$ cat src/rtl/alu_multicycle.sv
// Multicycle ALU: single-cycle add/sub/logic/compare, iterative shift-add multiply
// and restoring divide behind a start/busy/done handshake with registered results.
module alu_multicycle #(
  parameter int WIDTH = 16
) (
  input  logic             clk,
  input  logic             reset,
  input  logic             start,
  input  logic [2:0]       op,
  input  logic [WIDTH-1:0] a,
  input  logic [WIDTH-1:0] b,
  output logic             busy,
  output logic             done,
  output logic [WIDTH-1:0] result,
  output logic [WIDTH-1:0] result_hi,
  output logic             zero,
  output logic             div_by_zero,
  output logic [1:0]       state_dbg
);

  // Handshake: start is taken on a rising edge only while busy=0 (IDLE or DONE);
  // done pulses for one cycle and result outputs stay valid until the next completion.

  localparam int CW = $clog2(WIDTH + 1);

  typedef enum logic [1:0] {
    IDLE = 2'd0,
    RUN  = 2'd1,
    DONE = 2'd2
  } state_t;

  state_t          state;
  logic [CW-1:0]   cnt;
  logic            is_div;
  logic [WIDTH-1:0] hi_q, lo_q, opnd_q;

  logic [WIDTH-1:0] sc_res, sc_hi;
  logic             sc_dbz;
  logic             start_iter;
  logic [WIDTH:0]   sum_ext, diff_ext;
  logic [WIDTH:0]   mul_sum, shifted;
  logic [WIDTH-1:0] it_hi, it_lo;

  assign state_dbg = state;

  // Single-cycle results, computed straight from the operands on the accept edge.
  always_comb begin
    sc_res   = '0;
    sc_hi    = '0;
    sc_dbz   = 1'b0;
    sum_ext  = {1'b0, a} + {1'b0, b};
    diff_ext = {1'b0, a} - {1'b0, b};
    case (op)
      3'b000: begin
        sc_res = sum_ext[WIDTH-1:0];
        sc_hi  = {{(WIDTH-1){1'b0}}, sum_ext[WIDTH]};
      end
      3'b001: begin
        sc_res = diff_ext[WIDTH-1:0];
        sc_hi  = {{(WIDTH-1){1'b0}}, diff_ext[WIDTH]};
      end
      3'b010: sc_res = a & b;
      3'b011: sc_res = a | b;
      3'b100: sc_res = {{(WIDTH-1){1'b0}}, (a < b)};
      3'b101: sc_res = {{(WIDTH-1){1'b0}}, ($signed(a) < $signed(b))};
      3'b110: sc_res = '0;
      3'b111: begin
        sc_res = '1;
        sc_hi  = a;
        sc_dbz = 1'b1;
      end
    endcase
  end

  assign start_iter = (op == 3'b110) || ((op == 3'b111) && (b != '0));

  // One iteration step. Multiply: hi_q is the partial product, lo_q the shifting
  // multiplier. Divide: hi_q is the partial remainder, lo_q the shifting dividend/quotient.
  always_comb begin
    mul_sum = {1'b0, hi_q} + (lo_q[0] ? {1'b0, opnd_q} : '0);
    shifted = {hi_q, lo_q[WIDTH-1]};
    if (is_div) begin
      if (shifted >= {1'b0, opnd_q}) begin
        it_hi = shifted[WIDTH-1:0] - opnd_q;
        it_lo = {lo_q[WIDTH-2:0], 1'b1};
      end else begin
        it_hi = shifted[WIDTH-1:0];
        it_lo = {lo_q[WIDTH-2:0], 1'b0};
      end
    end else begin
      it_hi = mul_sum[WIDTH:1];
      it_lo = {mul_sum[0], lo_q[WIDTH-1:1]};
    end
  end

  always_ff @(posedge clk or posedge reset) begin
    if (reset) begin
      state       <= IDLE;
      busy        <= 1'b0;
      done        <= 1'b0;
      result      <= '0;
      result_hi   <= '0;
      zero        <= 1'b1;
      div_by_zero <= 1'b0;
      cnt         <= '0;
      is_div      <= 1'b0;
      hi_q        <= '0;
      lo_q        <= '0;
      opnd_q      <= '0;
    end else begin
      done <= 1'b0;
      case (state)
        IDLE, DONE: begin
          if (start) begin
            if (start_iter) begin
              state  <= RUN;
              busy   <= 1'b1;
              cnt    <= CW'(WIDTH);
              is_div <= op[0];
              hi_q   <= '0;
              lo_q   <= a;
              opnd_q <= b;
            end else begin
              state       <= DONE;
              done        <= 1'b1;
              result      <= sc_res;
              result_hi   <= sc_hi;
              zero        <= (sc_res == '0);
              div_by_zero <= sc_dbz;
            end
          end else begin
            state <= IDLE;
          end
        end
        RUN: begin
          hi_q <= it_hi;
          lo_q <= it_lo;
          cnt  <= cnt - CW'(1);
          if (cnt == CW'(1)) begin
            state       <= DONE;
            busy        <= 1'b0;
            done        <= 1'b1;
            result      <= it_lo;
            result_hi   <= it_hi;
            zero        <= (it_lo == '0);
            div_by_zero <= 1'b0;
          end
        end
        default: state <= IDLE;
      endcase
    end
  end

endmodule

$ cat config.mk
export PLATFORM = sky130hd
export DESIGN_NAME = alu_multicycle
export DESIGN_NICKNAME = d
export VERILOG_FILES = /design/src/rtl/alu_multicycle.sv
export SDC_FILE = /design/constraint.sdc
export NUM_CORES = 1
export LEC_CHECK = 0
export ABC_AREA = 1
export CORE_ASPECT_RATIO = 1.4
export CORE_MARGIN = 2
export CORE_UTILIZATION = 50
export DETAILED_ROUTE_END_ITERATION = 8
export PLACE_DENSITY = 0.74
export SLEW_MARGIN = 20
export SYNTH_ARGS = -nofsm -noshare
export SYNTH_HDL_FRONTEND = slang
export SYNTH_SLANG_ARGS = --single-unit
$ cat constraint.sdc
create_clock -name clk -period 4.6 [get_ports clk]
set_input_delay 0.92 -clock clk [delete_from_list [all_inputs] [get_ports clk]]
set_output_delay 0.92 -clock clk [all_outputs]
set_load 0.005 [all_outputs]
==> Word level (Yosys, flattened, before mapping) <==
Cells that the tools add are included.
{ "totals": {"out_inout_bits": 38, "register_bits": 92, "input_bits": 38, "wordCells": 93} }
{ "classes": {"order_cmp": 3, "n_eq_ne": 14, "reduce_logical": 13, "bitwise_logic": 2, "n_mux": 44, "addsub": 5} }
{ "ops": {"columns": ["cell", "count"], "rows": [
  ["$mux W16", 14],
  ["$pmux W16 S2", 4],
  ["$pmux W16 S8", 1],
  ["$pmux W16 S3", 1],
  ["$add A16 B16 Y17", 2],
  ["$logic_not A16 Y1", 2],
  ["$lt A16 B16 Y1", 2],
  ["$ge A17 B16 Y1", 1],
  ["$sub A16 B16 Y17", 1],
  ["$and A16 B16 Y16", 1],
  ["$or A16 B16 Y16", 1],
  ["$reduce_bool A16 Y1", 1],
  ["$sub A16 B16 Y16", 1],
  ["$mux W1", 13],
  ["$eq A3 B3 Y1 const B", 4],
  ["$mux W5", 2],
  ["$pmux W5 S2", 1],
  ["$ne A2 B2 Y1 const B", 4],
  ["$pmux W1 S2", 4],
  ["$reduce_and A4 Y1", 2],
  ["$eq A3 B2 Y1 const B", 2],
  ["$mux W2", 3],
  ["$reduce_and A3 Y1", 2],
  ["$eq A5 B1 Y1 const B", 1],
  ["11 further kinds", 11]
]} }

==> Longest topological paths before layout <==
{ "logic_depth": {"ltp_word": 6, "depth_mapped": 20, "depth_no_buf": 19} }

==> Least setup slack after synthesis <==
Ideal clock, no wire load.
{ "synth_path": {"kind": "reg2reg", "from": "register lo_q[0]", "to": "register result_hi[9]", "n_path_buf": 2, "path_slack_ns": 1.883, "arrival_time_ns": 2.640, "stages_incl_launch_ff": 21, "required_time_ns": 4.523, "cell_sequence": "dfrtp_1 > clkbuf_1 > clkbuf_1 > nand2_1 > inv_1 > ha_1 > inv_1 > fa_1 > inv_1 > nand3_1 > nand2_1 > a21boi_1 > o21ai_0 > nand3_1 > nand2_1 > nand2_1 > nand3_1 > nand2_1 > inv_1 > nand2_1 > a21oi_1"} }
{ "synth_between": {"elab_chain_len": 5} }
{ "synth_rtl": {"columns": ["item", "line", "rtl"], "rows": [
  ["from (decl)", "35", "logic [WIDTH-1:0] hi_q, lo_q, opnd_q;"],
  ["from (signal assigned)", "137", "lo_q <= it_lo;"],
  ["$mux W16", "80", "mul_sum = {1'b0, hi_q} + (lo_q[0] ? {1'b0, opnd_q} : '0);"],
  ["$add A16 B16 Y17", "80", null],
  ["$mux W16", "82", "if (is_div) begin"],
  ["$mux W16", "139", "if (cnt == CW'(1)) begin"],
  ["$pmux W16 S2", "112", "case (state)"],
  ["to (signal assigned)", "127", "result_hi <= sc_hi;"],
  ["to (signal assigned)", "144", "result_hi <= it_hi;"],
  ["to (decl)", "15", "output logic [WIDTH-1:0] result_hi,"]
]} }
Every way passes these cells. The select of a mux whose other input is x is not followed.
A chain may end at the register's enable or synchronous reset.

==> Worst setup path after layout <==
{ "layout_path": {"from": "input a[7]", "to": "register zero"} }
{ "layout_between": {"elab_chain_len": 6} }
{ "layout_rtl": {"columns": ["item", "line", "rtl"], "rows": [
  ["from (decl)", "10", "input logic [WIDTH-1:0] a,"],
  ["$sub A16 B16 Y17 (tied with other cells)", "52", "diff_ext = {1'b0, a} - {1'b0, b};"],
  ["$pmux W16 S8 *", "53", "case (op)"],
  ["$logic_not A16 Y1 *", "128", "zero <= (sc_res == '0);"],
  ["$mux W1 *", "115", "if (start_iter) begin"],
  ["$mux W1 *", "114", "if (start) begin"],
  ["$pmux W1 S2 *", "112", null],
  ["to (signal assigned)", "128", null],
  ["to (signal assigned)", "145", "zero <= (it_lo == '0);"],
  ["to (decl)", "16", "output logic zero,"]
]} }
Mark *: on every way between the ends. The rest lies on a longest branch, timed or not. The select of a mux whose other input is x is not followed.

==> flow_summary.yaml <==
outcome:
  status: "finished, final reports clean"
die:
  die_w_um: 116.7
  design.core.area_um2: 17400
  ios: 76
  die_h_um: 161.8
  row_count: 57
  die_area_um2: 18880
  start_util_pct: 51.09
setup_path:
  r2r_cells: 18
  cp.arrival_ns: 3.94
  r2r_start: "lo_q[0]$_DFFE_PP0P_"
  cp_max_fo: 8
  r2r-end: "result_hi[9]$_DFFE_PP0P_"
  crit_end: "zero$_DFFE_PP1P_"
  critical_path_class: "in -> reg"
  start_kind: "input pin"
  ff2ff_setup_slack_ns: 1.34
  crit_path_end_kind: "flip-flop"
  critPathLaunch: "a[7]"
  required_ns: 4.87
logic_synthesis:
  synth_seq_cells: 92
  ys_warn_count: 0
  synth_area_um2: 8891
  netlist_top_cells_area: "dfrtp_1 (26%), nand2_1 (15%), ha_1 (12%), inv_1 (7.4%), nand3_1 (6.5%)"
  synthCells: 1370
  synth-async-reset-ratio_pct: 100.0
  yosys.cell_types.count: 54
  yosys.area.top_type: "dfrtp_1"
  ys_seq_area_share_pct: 25.91
  synth_top_area_share_pct: 25.61
  avgSynthCellArea_um2: 6.490
  synth-edff-count: 0
  syn_nets: 1494
  ys.flop_type: "dfrtp_1"
route:
  drt-total-wl_mm: 32.93
  via_count: 9550
  post-route-drc-count: 0
  first_iter_violations: 974
  vias_per_cell: 5.756
  first_pass_iters: 6
  routedWlPerCell_um: 19.85
  postRouteAntennaNets: 0
grt:
  grt_pass1_wl_mm: 50.41
  grt_pass1_vias: 9252
  grt-ovfl-total: 0
  grt_max_degree: 76
  antenna_found_initial: 0
  globalRouteTotalUtil_pct: 35.28
timing:
  fin_crit_sh_pct: 79.86
  fin_tns_setup_ns: 0
  rsz0062_at_grt: "no"
  relSlewSlack_pct: 36.93
  hold_viol: 0
  finalMaxSlewViolations: 0
  fmax_mhz: 272.2
  setup_ws_ns: 0.9266
  worstMarginPinSlew_ns: 0.9460
  setup_violations: 0
  finClkSkew_ns: 0.01021
  fin_crit_ns: 3.673
placed_design:
  dp_hpwl_mm: 26.08
  portBuffers: 75
  place_ws_ns: 0.6450
  gp_congestion: 1.039
layout:
  drive_gt1_share_pct: 4.849
  fill_cells: 1815
  multi_input_area_um2: 5620
  syn_to_final_growth_pct: 13.51
  finalNetCount: 1542
  regArea_um2: 2303
  n_antenna_cell: 0
clock_network:
  cts_tree: "yes"
  cts.sinks: 92
  cts_max_path_buffers: 2
  cts_resized: 0
  cts_buffers: 9
  clkTransAtPathRegs_ns: 0.07
  clock_tree.root_cell: "clkbuf_16"
  htree_levels: 3
  cts_hold_buf: 0
  insertion_delay_ns: 0.35
  post_cts_buffers: 0
worst_hold_path:
  hold_path_class: "reg -> reg"
power_and_ir_drop:
  p_leak_nw: 5.219
  peakVddDrop_uv: 248.9
  power_density_nw_per_um2: 576.5
run:
  cap_violations: 0
[sequential cells by signal, indices dropped and copies added, names as in the netlist, 2 cells and up]
| signal | cells |
|---|---|
| result | 16 |
| result_hi | 16 |
| hi_q | 16 |
| cnt | 5 |
| lo_q | 16 |
| opnd_q | 16 |
| state_dbg | 2 |
[critical path: stages]
cell and delay (ns):
clkdlybuf4s50_1 0.62, inv_1 0.08, ha_1 0.43, nand2_1 0.24, inv_1 0.06, a21oi_1 0.33
inv_1 0.07, a21oi_1 0.21, nand3_1 0.10, nand3_1 0.09, nand3_1 0.18, a21oi_1 0.32
nand3_1 0.12, a21oi_1 0.17
[cells by family after synthesis]
family / synth area share (%)
xor gates and xnor gates: 1.478
DFF: 25.91
buffers and inverters: 10.88
adders and majority gates: 12.44
AOI/OAI and AO/OA: 16.94
and+or+nand+nor: 31.79
muxes: 0.5629
[area by class of cell]
cell class              count  share of cell area [%]
multi-input cells        1043                   55.69
flip-flops and latches     92                   22.82
repair buffers             87                   8.331
inverters                 185                   6.930
well taps                 236                   2.926
clock buffers              10                   2.368
clock inverters             6                  0.9298
[how the worst min path moves through the flow]
| stage | start | end | cells after the start |
|---|---|---|---|
| floorplan | cnt[3]$_DFFE_PP0P_ | cnt[3]$_DFFE_PP0P_ | 1 |
| global route | cnt[1]$_DFFE_PP0P_ | cnt[3]$_DFFE_PP0P_ | 1 |
| detailed placement | busy$_DFFE_PP0P_ | busy$_DFFE_PP0P_ | 2 |
| global placement | cnt[1]$_DFFE_PP0P_ | cnt[3]$_DFFE_PP0P_ | 1 |
| CTS | busy$_DFFE_PP0P_ | busy$_DFFE_PP0P_ | 2 |
| finish | cnt[1]$_DFFE_PP0P_ | cnt[3]$_DFFE_PP0P_ | 1 |
[placed cells by master (no fill, tap or decap), drive strengths merged, types with 9 or more instances in the layout]
master,n
buf,12
nand2,364
a21oi,104
nor3,11
xor2,9
nor2,141
a31oi,47
clkdlybuf4s50,75
inv,186
clkbuf,10
or2,15
dfrtp,91
nand3,116
nand4,12
ha,82
o21ai,80
o211ai,9
[cell usage after synthesis, types with 11 or more instances]
cell	instances
nand2_1	359
nand4_1	12
or2_2	13
dfrtp_1	91
nor2_1	137
buf_2	18
nand3_1	115
a31oi_1	47
inv_1	176
nor3_1	11
clkbuf_1	18
a21oi_1	102
o21ai_0	79
ha_1	82
[per-layer routing]
| layer | track usage, % | part of all wire (%) | routed length (um) | vias to the layer above |
|---|---|---|---|---|
| met5 | 0 | 0 | 0 | - |
| met2 | 60.69 | 50 | 16330 | 387 |
| li1 | - | - | - | 4573 |
| met1 | 42.39 | 39 | 12730 | 4487 |
| met3 | 4.104 | 5.7 | 1884 | 103 |
| met4 | 18.98 | 6.0 | 1986 | 0 |
[through the flow]
step / utilization [%] / std cells / total power [mW] / area, um^2 / hold WS [ns]
finish: 58.00 / 1659 / 5.818 / 10090 / 0.4820
global route: 58.00 / 1659 / 6.279 / 10090 / 0.5062
CTS: 58.00 / 1659 / 5.774 / 10090 / 0.4832
detailed placement: 56.08 / 1643 / 4.912 / 9759 / 0.4650
global placement: 56.08 / 1643 / 4.863 / 9759 / 0.4653
floorplan: - / 1370 / 3.751 / 8891 / 0.4484
[report_power, final]
part / internal [mW] / switching [mW]
combinational: 1.30 / 2.15
clock: 0.497 / 0.345
sequential: 1.18 / 0.344
Power figures use the tool's default switching activity.
